===== config.mk =====
export PLATFORM = sky130hd
export DESIGN_NAME = fetch_queue
export DESIGN_NICKNAME = d
export VERILOG_FILES = /design/src/rtl/fetch_pkg.sv /design/src/rtl/fetch_queue.sv
export SDC_FILE = /design/constraint.sdc
export NUM_CORES = 1
export LEC_CHECK = 0
export ABC_CLOCK_PERIOD_IN_PS = 12600
export CORE_ASPECT_RATIO = 1.2
export CORE_MARGIN = 3
export CORE_UTILIZATION = 43
export DETAILED_ROUTE_END_ITERATION = 7
export PLACE_DENSITY = 0.72
export SLEW_MARGIN = 30
export SYNTH_ARGS = -nofsm -noshare
export SYNTH_HDL_FRONTEND = slang
export SYNTH_SLANG_ARGS = --single-unit

===== constraint.sdc =====
create_clock -name clk -period 12.6 [get_ports clk]
set_clock_uncertainty 0.05 [all_clocks]
set_input_delay 1.89 -clock clk [delete_from_list [all_inputs] [get_ports clk]]
set_output_delay 1.89 -clock clk [all_outputs]
set_load 0.05 [all_outputs]

===== src/rtl/fetch_pkg.sv =====
// Types and constants shared by the fetch queue and the decode stage.
// fetch_entry_t is one buffered fetch result: {instr, pc, pcplus4}.
package fetch_pkg;

    localparam int FETCH_ADDR_W = 32;

    // addi x0,x0,0
    localparam logic [31:0] NOP_INSTR = 32'h0000_0013;

    typedef struct packed {
        logic [FETCH_ADDR_W-1:0] instr;
        logic [FETCH_ADDR_W-1:0] pc;
        logic [FETCH_ADDR_W-1:0] pcplus4;
    } fetch_entry_t;

endpackage


===== src/rtl/fetch_queue.sv =====
// In-order instruction buffer between fetch and decode, cleared by redirect flush.
// Latency: one cycle from push to head; no combinational in-to-out bypass.
// Backpressure: in_ready = not-full from registered count only; a pop never frees a slot in the same cycle.
module fetch_queue
    import fetch_pkg::*;
#(
    parameter int ADDRESS_WIDTH = FETCH_ADDR_W,
    parameter int DEPTH         = 2
) (
    input  logic                       clk,
    input  logic                       rst,
    input  logic                       flush,
    input  logic                       in_valid,
    input  logic [ADDRESS_WIDTH-1:0]   in_instr,
    input  logic [ADDRESS_WIDTH-1:0]   in_pc,
    input  logic [ADDRESS_WIDTH-1:0]   in_pcplus4,
    output logic                       in_ready,
    output logic                       out_valid,
    output logic [ADDRESS_WIDTH-1:0]   out_instr,
    output logic [ADDRESS_WIDTH-1:0]   out_pc,
    output logic [ADDRESS_WIDTH-1:0]   out_pcplus4,
    input  logic                       out_ready,
    output logic [$clog2(DEPTH):0]     count
);

    localparam int PTR_W = $clog2(DEPTH);
    localparam int CNT_W = PTR_W + 1;

    // Same layout as fetch_entry_t, widened to follow ADDRESS_WIDTH.
    typedef struct packed {
        logic [ADDRESS_WIDTH-1:0] instr;
        logic [ADDRESS_WIDTH-1:0] pc;
        logic [ADDRESS_WIDTH-1:0] pcplus4;
    } entry_t;

    entry_t             mem [DEPTH];
    entry_t             head;
    logic [PTR_W-1:0]   wr_ptr;
    logic [PTR_W-1:0]   rd_ptr;
    logic [CNT_W-1:0]   cnt;
    logic               push;
    logic               pop;
    logic               clear;

    assign in_ready  = (cnt != CNT_W'(DEPTH));
    assign out_valid = (cnt != '0);
    assign push      = in_valid && in_ready;
    assign pop       = out_valid && out_ready;
    assign clear     = rst || flush;
    assign count     = cnt;

    always_ff @(posedge clk) begin
        if (clear) begin
            wr_ptr <= '0;
            rd_ptr <= '0;
            cnt    <= '0;
        end else begin
            if (push) wr_ptr <= wr_ptr + PTR_W'(1);
            if (pop)  rd_ptr <= rd_ptr + PTR_W'(1);
            case ({push, pop})
                2'b10:   cnt <= cnt + CNT_W'(1);
                2'b01:   cnt <= cnt - CNT_W'(1);
                default: cnt <= cnt;
            endcase
        end
    end

    // Storage needs no reset: stale slots are never visible once count is zero.
    always_ff @(posedge clk) begin
        if (push && !clear) begin
            mem[wr_ptr] <= '{instr: in_instr, pc: in_pc, pcplus4: in_pcplus4};
        end
    end

    always_comb begin
        head        = mem[rd_ptr];
        out_instr   = ADDRESS_WIDTH'(NOP_INSTR);
        out_pc      = '0;
        out_pcplus4 = '0;
        if (out_valid) begin
            out_instr   = head.instr;
            out_pc      = head.pc;
            out_pcplus4 = head.pcplus4;
        end
    end

endmodule

### Word level (Yosys, flattened, before mapping)

Memories as Yosys holds them, arrays and structs flattened. A register that Yosys moved wholly into a read port is not among the register bits.
Cells that the tools add are included.

* bits in registers: 4
* latch bits: 0
* RAM bits: 192
* bits in read-only memories: 0
* input port bits: 101
* output and inout port bits: 100
* logic and storage cells: 26
* memories: 1

* add/sub/neg operators: 4
* $mul: 0
* divide/modulo/power cells: 0
* $lt $le $gt $ge: 0
* equal/unequal tests: 3
* shift operators: 0
* mux-type cells: 8
* bitwise logic cells: 0
* reduce and logical (&&, ||, !) cells: 7

Memories
* mem: depth 2, width 96, read ports 1, clocked after memory_dff 1, wr ports 1, RTL line fetch_queue.sv:36 `entry_t mem [DEPTH];`

Operator list (number)
* $mux 32: 3
* $mux 1: 4
* $pmux 2 s2: 1
* $reduce_bool 2->1: 2
* $logic_and 1x1->1: 3
* $add 1x1->1 const B: 2
* $add 2x1->2 const B: 1
* $eq 2x1->1 const B: 1
* $eq 2x2->1 const B: 1
* $ne 2x2->1 const B: 1
* $sub 2x1->2 const B: 1
* $logic_not 1->1: 1
* $logic_or 1x1->1: 1

### Depth between registers and ports, before layout

* depth after elaboration: 5
* depth in mapped cells: 6
* depth with buffers taken out: 6

### Worst setup path after synthesis

OpenSTA, ideal clock, no wires.

* path kind: input port to flip-flop
* from: in flush
* to: mem mem[0][0] (netlist name), enable pin
* library setup time: 668 ps
* data arrival time: 8828 ps
* setup slack: 3053 ps
* stages on the path: 3
* buffers on the path: 1
* path through: or2_2 -> clkbuf_1 -> nor3_1

* longest elaborated chain between the ends: 5

Ends and longest elaborated chain
* start, declared: RTL line fetch_queue.sv:12 `input logic flush,`
* $logic_or 1x1->1: RTL line fetch_queue.sv:49 `assign clear = rst || flush;`
* $logic_not 1->1: RTL line fetch_queue.sv:70 `if (push && !clear) begin`
* $logic_and 1x1->1: RTL line fetch_queue.sv:70
* $mux 1: RTL line fetch_queue.sv:70
* $mux 1 (implied by the code): RTL line fetch_queue.sv:71 `mem[wr_ptr] <= '{instr: in_instr, pc: in_pc, pcplus4: in_pcplus4};`
* end, declared: RTL line fetch_queue.sv:36

No other way between the ends.

==> flow_summary.yaml <==
placed_design:
  port_buffers: 200
  dp_hpwl_um: 10100
  routabilityCongestion: 0.732
  dp_slack_ps: 7720
route:
  ant_nets: 0
  post_drt_wl_per_cell_um: 17.3
  firstDrtPassIters: 4
  viasPerCell: 4.89
  vias: 4241
  drc: 0
  first_iter_violations: 249
  wirelength_um: 15000
setup_path:
  cp-endpoint: "out_instr[16]"
  required_ps: 10660
  worst_setup_path_start_kind: "flop"
  reg2regPathDepth: 4
  cp_top_family: "buffers and inverters"
  cp_slowest_cell: "buf_4"
  cp-end-kind: "output pin"
  cp_slowest_stage_delay_ps: 860
  timing.rr.end: "mem[1][62]$_DFFE_PP_"
  worstSetupPathType: "reg2out"
  critPathMaxFanout: 55
  path_buf_inv: 2
  worst-path-stages: 4
  reg2reg_slack_ps: 10370
  r2r-start: "count[0]$_SDFFE_PP0P_"
  crit_chain: "buf_4 -> mux2i_1 -> nor2_1 -> clkdlybuf4s50_1"
  worstPathArrival_ps: 3340
synth:
  ys_ff_latch: 197
  syn_avg_cell_area_um2: 17.2
  ys.warnings.count: 0
  ys_types: 21
  synth_area_leader_cell: "edfxtp_1"
  yosysSeqAreaShare: 0.787
  yosysTopAreaCellShare: 0.774
  synth.cell_area_um2: 7450
  syn_inst: 434
  syn-num-nets: 536
  synth.top_cells.by_area: "edfxtp_1 (77%), mux2i_1 (13%), nor2_1 (4.9%)"
timing:
  tns_ps: 0
  hold_viol: 0
  slew_viol_final: 0
  setup_violations: 0
  relSlewSlack: 0.351
  post-route-period-util: 0.419
  rsz0062_at_grt: "false"
  period_minus_slack_ps: 5280
  fmax_ghz: 0.189
  tightest_slew_ps: 974
  setup_slack_ps: 7320
clocking:
  cts.clk_slew.worst_paths_ps: 70
  numCtsBuffers: 17
  cts_resized: 0
  insertion_delay_ps: 420
  cts_setup_buffers: 0
  cts_tree: "yes"
  clock_path_buffers: 2
  cts.sinks: 197
  ctsHoldBuffers: 0
  ctsRootBufferMaster: "clkbuf_16"
  cts_max_level: 4
worst_hold_path:
  hold_path_depth: 2
  hold_path_class: "reg2reg"
global_route:
  grt_usage: 0.156
  grt_max_degree: 56
  grt_overflow: 0
  grt_pass1_vias: 4386
  antenna_found_initial: 0
  grt_pass1_wl_um: 22800
cells_and_area:
  drive_gt1_frac: 0.0661
  post-route-util: 0.608
  nets: 740
  antenna_cells: 0
  area_growth_pct: 38.0
  fillers: 1261
power:
  max-vdd-ir-drop_mv: 0.0986
  p_leak_nw: 3.25
  powerDensity_nw_per_um2: 141
floorplanning:
  die_h_um: 150
  die_w_um: 126
  core_um2: 16900
  ios: 201
  initial_utilization: 0.440
  die_area_um2: 18900
  num_rows: 52
job:
  maxCapViolCount: 0
outcome:
  status: "finished, final reports clean"
-- worst min path at each step --
stage / from / to / slack [ps]
after floorplan: rd_ptr$_SDFFE_PP0P_ / flop / 420
after global placement: rd_ptr$_SDFFE_PP0P_ / rd_ptr$_SDFFE_PP0P_ / 440
after detailed placement: rd_ptr$_SDFFE_PP0P_ / flop / 440
after CTS: rd_ptr$_SDFFE_PP0P_ / flop / 470
after global routing: rd_ptr$_SDFFE_PP0P_ / rd_ptr$_SDFFE_PP0P_ / 500
final: rd_ptr$_SDFFE_PP0P_ / flop / 470
-- per-layer routing --
layer  vias up  global-route usage  routed length, um
li1       2016                   -                  -
met1      2058               0.190               6050
met2       149               0.260               7630
met3        18              0.0582               1160
met4         0              0.0488                169
met5         -                   0                  0
-- cell families after synthesis --
logic type,count (synthesis),share of synthesized area
and+or+nand+nor,107,0.0554
AOI/OAI and AO/OA,5,0.00370
muxes,96,0.129
buffers and inverters,25,0.0193
adders and majority gates,1,0.00168
xor gates and xnor gates,3,0.00353
DFF,197,0.787
-- synth_stat cells --
cell,number
nand3_1,1
buf_4,1
o21ai_0,2
dfxtp_1,5
nand2b_1,1
or3_1,1
or2_2,1
a21o_1,1
ha_1,1
xnor2_1,1
edfxtp_1,192
buf_6,4
nand2_1,4
inv_1,3
mux2i_1,96
a21oi_1,2
nor3_1,2
xor2_1,2
buf_2,13
clkbuf_1,4
nor2_1,97
-- flip-flops by register name, summed over array words and instances, names as in the netlist, named ones only --
name and flops:
mem 192, count 2, rd_ptr 1, wr_ptr 1
-- area by class of cell --
class | instances | area, um2 | area share
Timing Repair Buffer | 207 | 2070 | 0.202
Inverter | 3 | 11.3 | 0.00110
Clock inverter | 15 | 169 | 0.0164
Tap cell | 216 | 270 | 0.0263
Sequential cell | 197 | 5870 | 0.571
Multi-Input combinational cell | 212 | 1460 | 0.142
Clock buffer | 17 | 425 | 0.0414
-- metrics by stage --
stage	total power [mW]	hold slack, ps	instance area (um2)	std cells
6_report	1.45	468	10300	867
3_3_place_gp	0.924	442	9660	834
5_1_grt	1.50	503	10300	867
4_1_cts	1.47	468	10300	867
3_5_place_dp	0.929	442	9680	835
2_1_floorplan	0.850	422	7450	434
-- worst reg2reg max path, delay by kind of cell, from the launching register on --
family / cells / cell delay, ps
simple gates: 3 / 660
buf+inv: 1 / 630
flops: 1 / 500
-- power breakdown --
part	switching, mW	internal (mW)	leakage, nW
Combinational	0.107	0.0697	1.19
Clock	0.238	0.297	0.278
Sequential	0.00498	0.732	1.79
-- layout by cell type (no fill, tap or decap), types with 2 or more instances in the layout --
cell             count
xor2_1               2
nor3_2               2
nand2_1              4
inv_8                2
nor2_1              96
clkdlybuf4s50_1    200
inv_1                3
clkinv_4             2
clkbuf_16           17
edfxtp_1           192
dfxtp_1              4
mux2i_1             96
clkinvlp_4           4
bufinv_16            2
inv_6                4
buf_4                6
o21ai_0              2
a21oi_1              2
(Power assumes the default switching activity.)
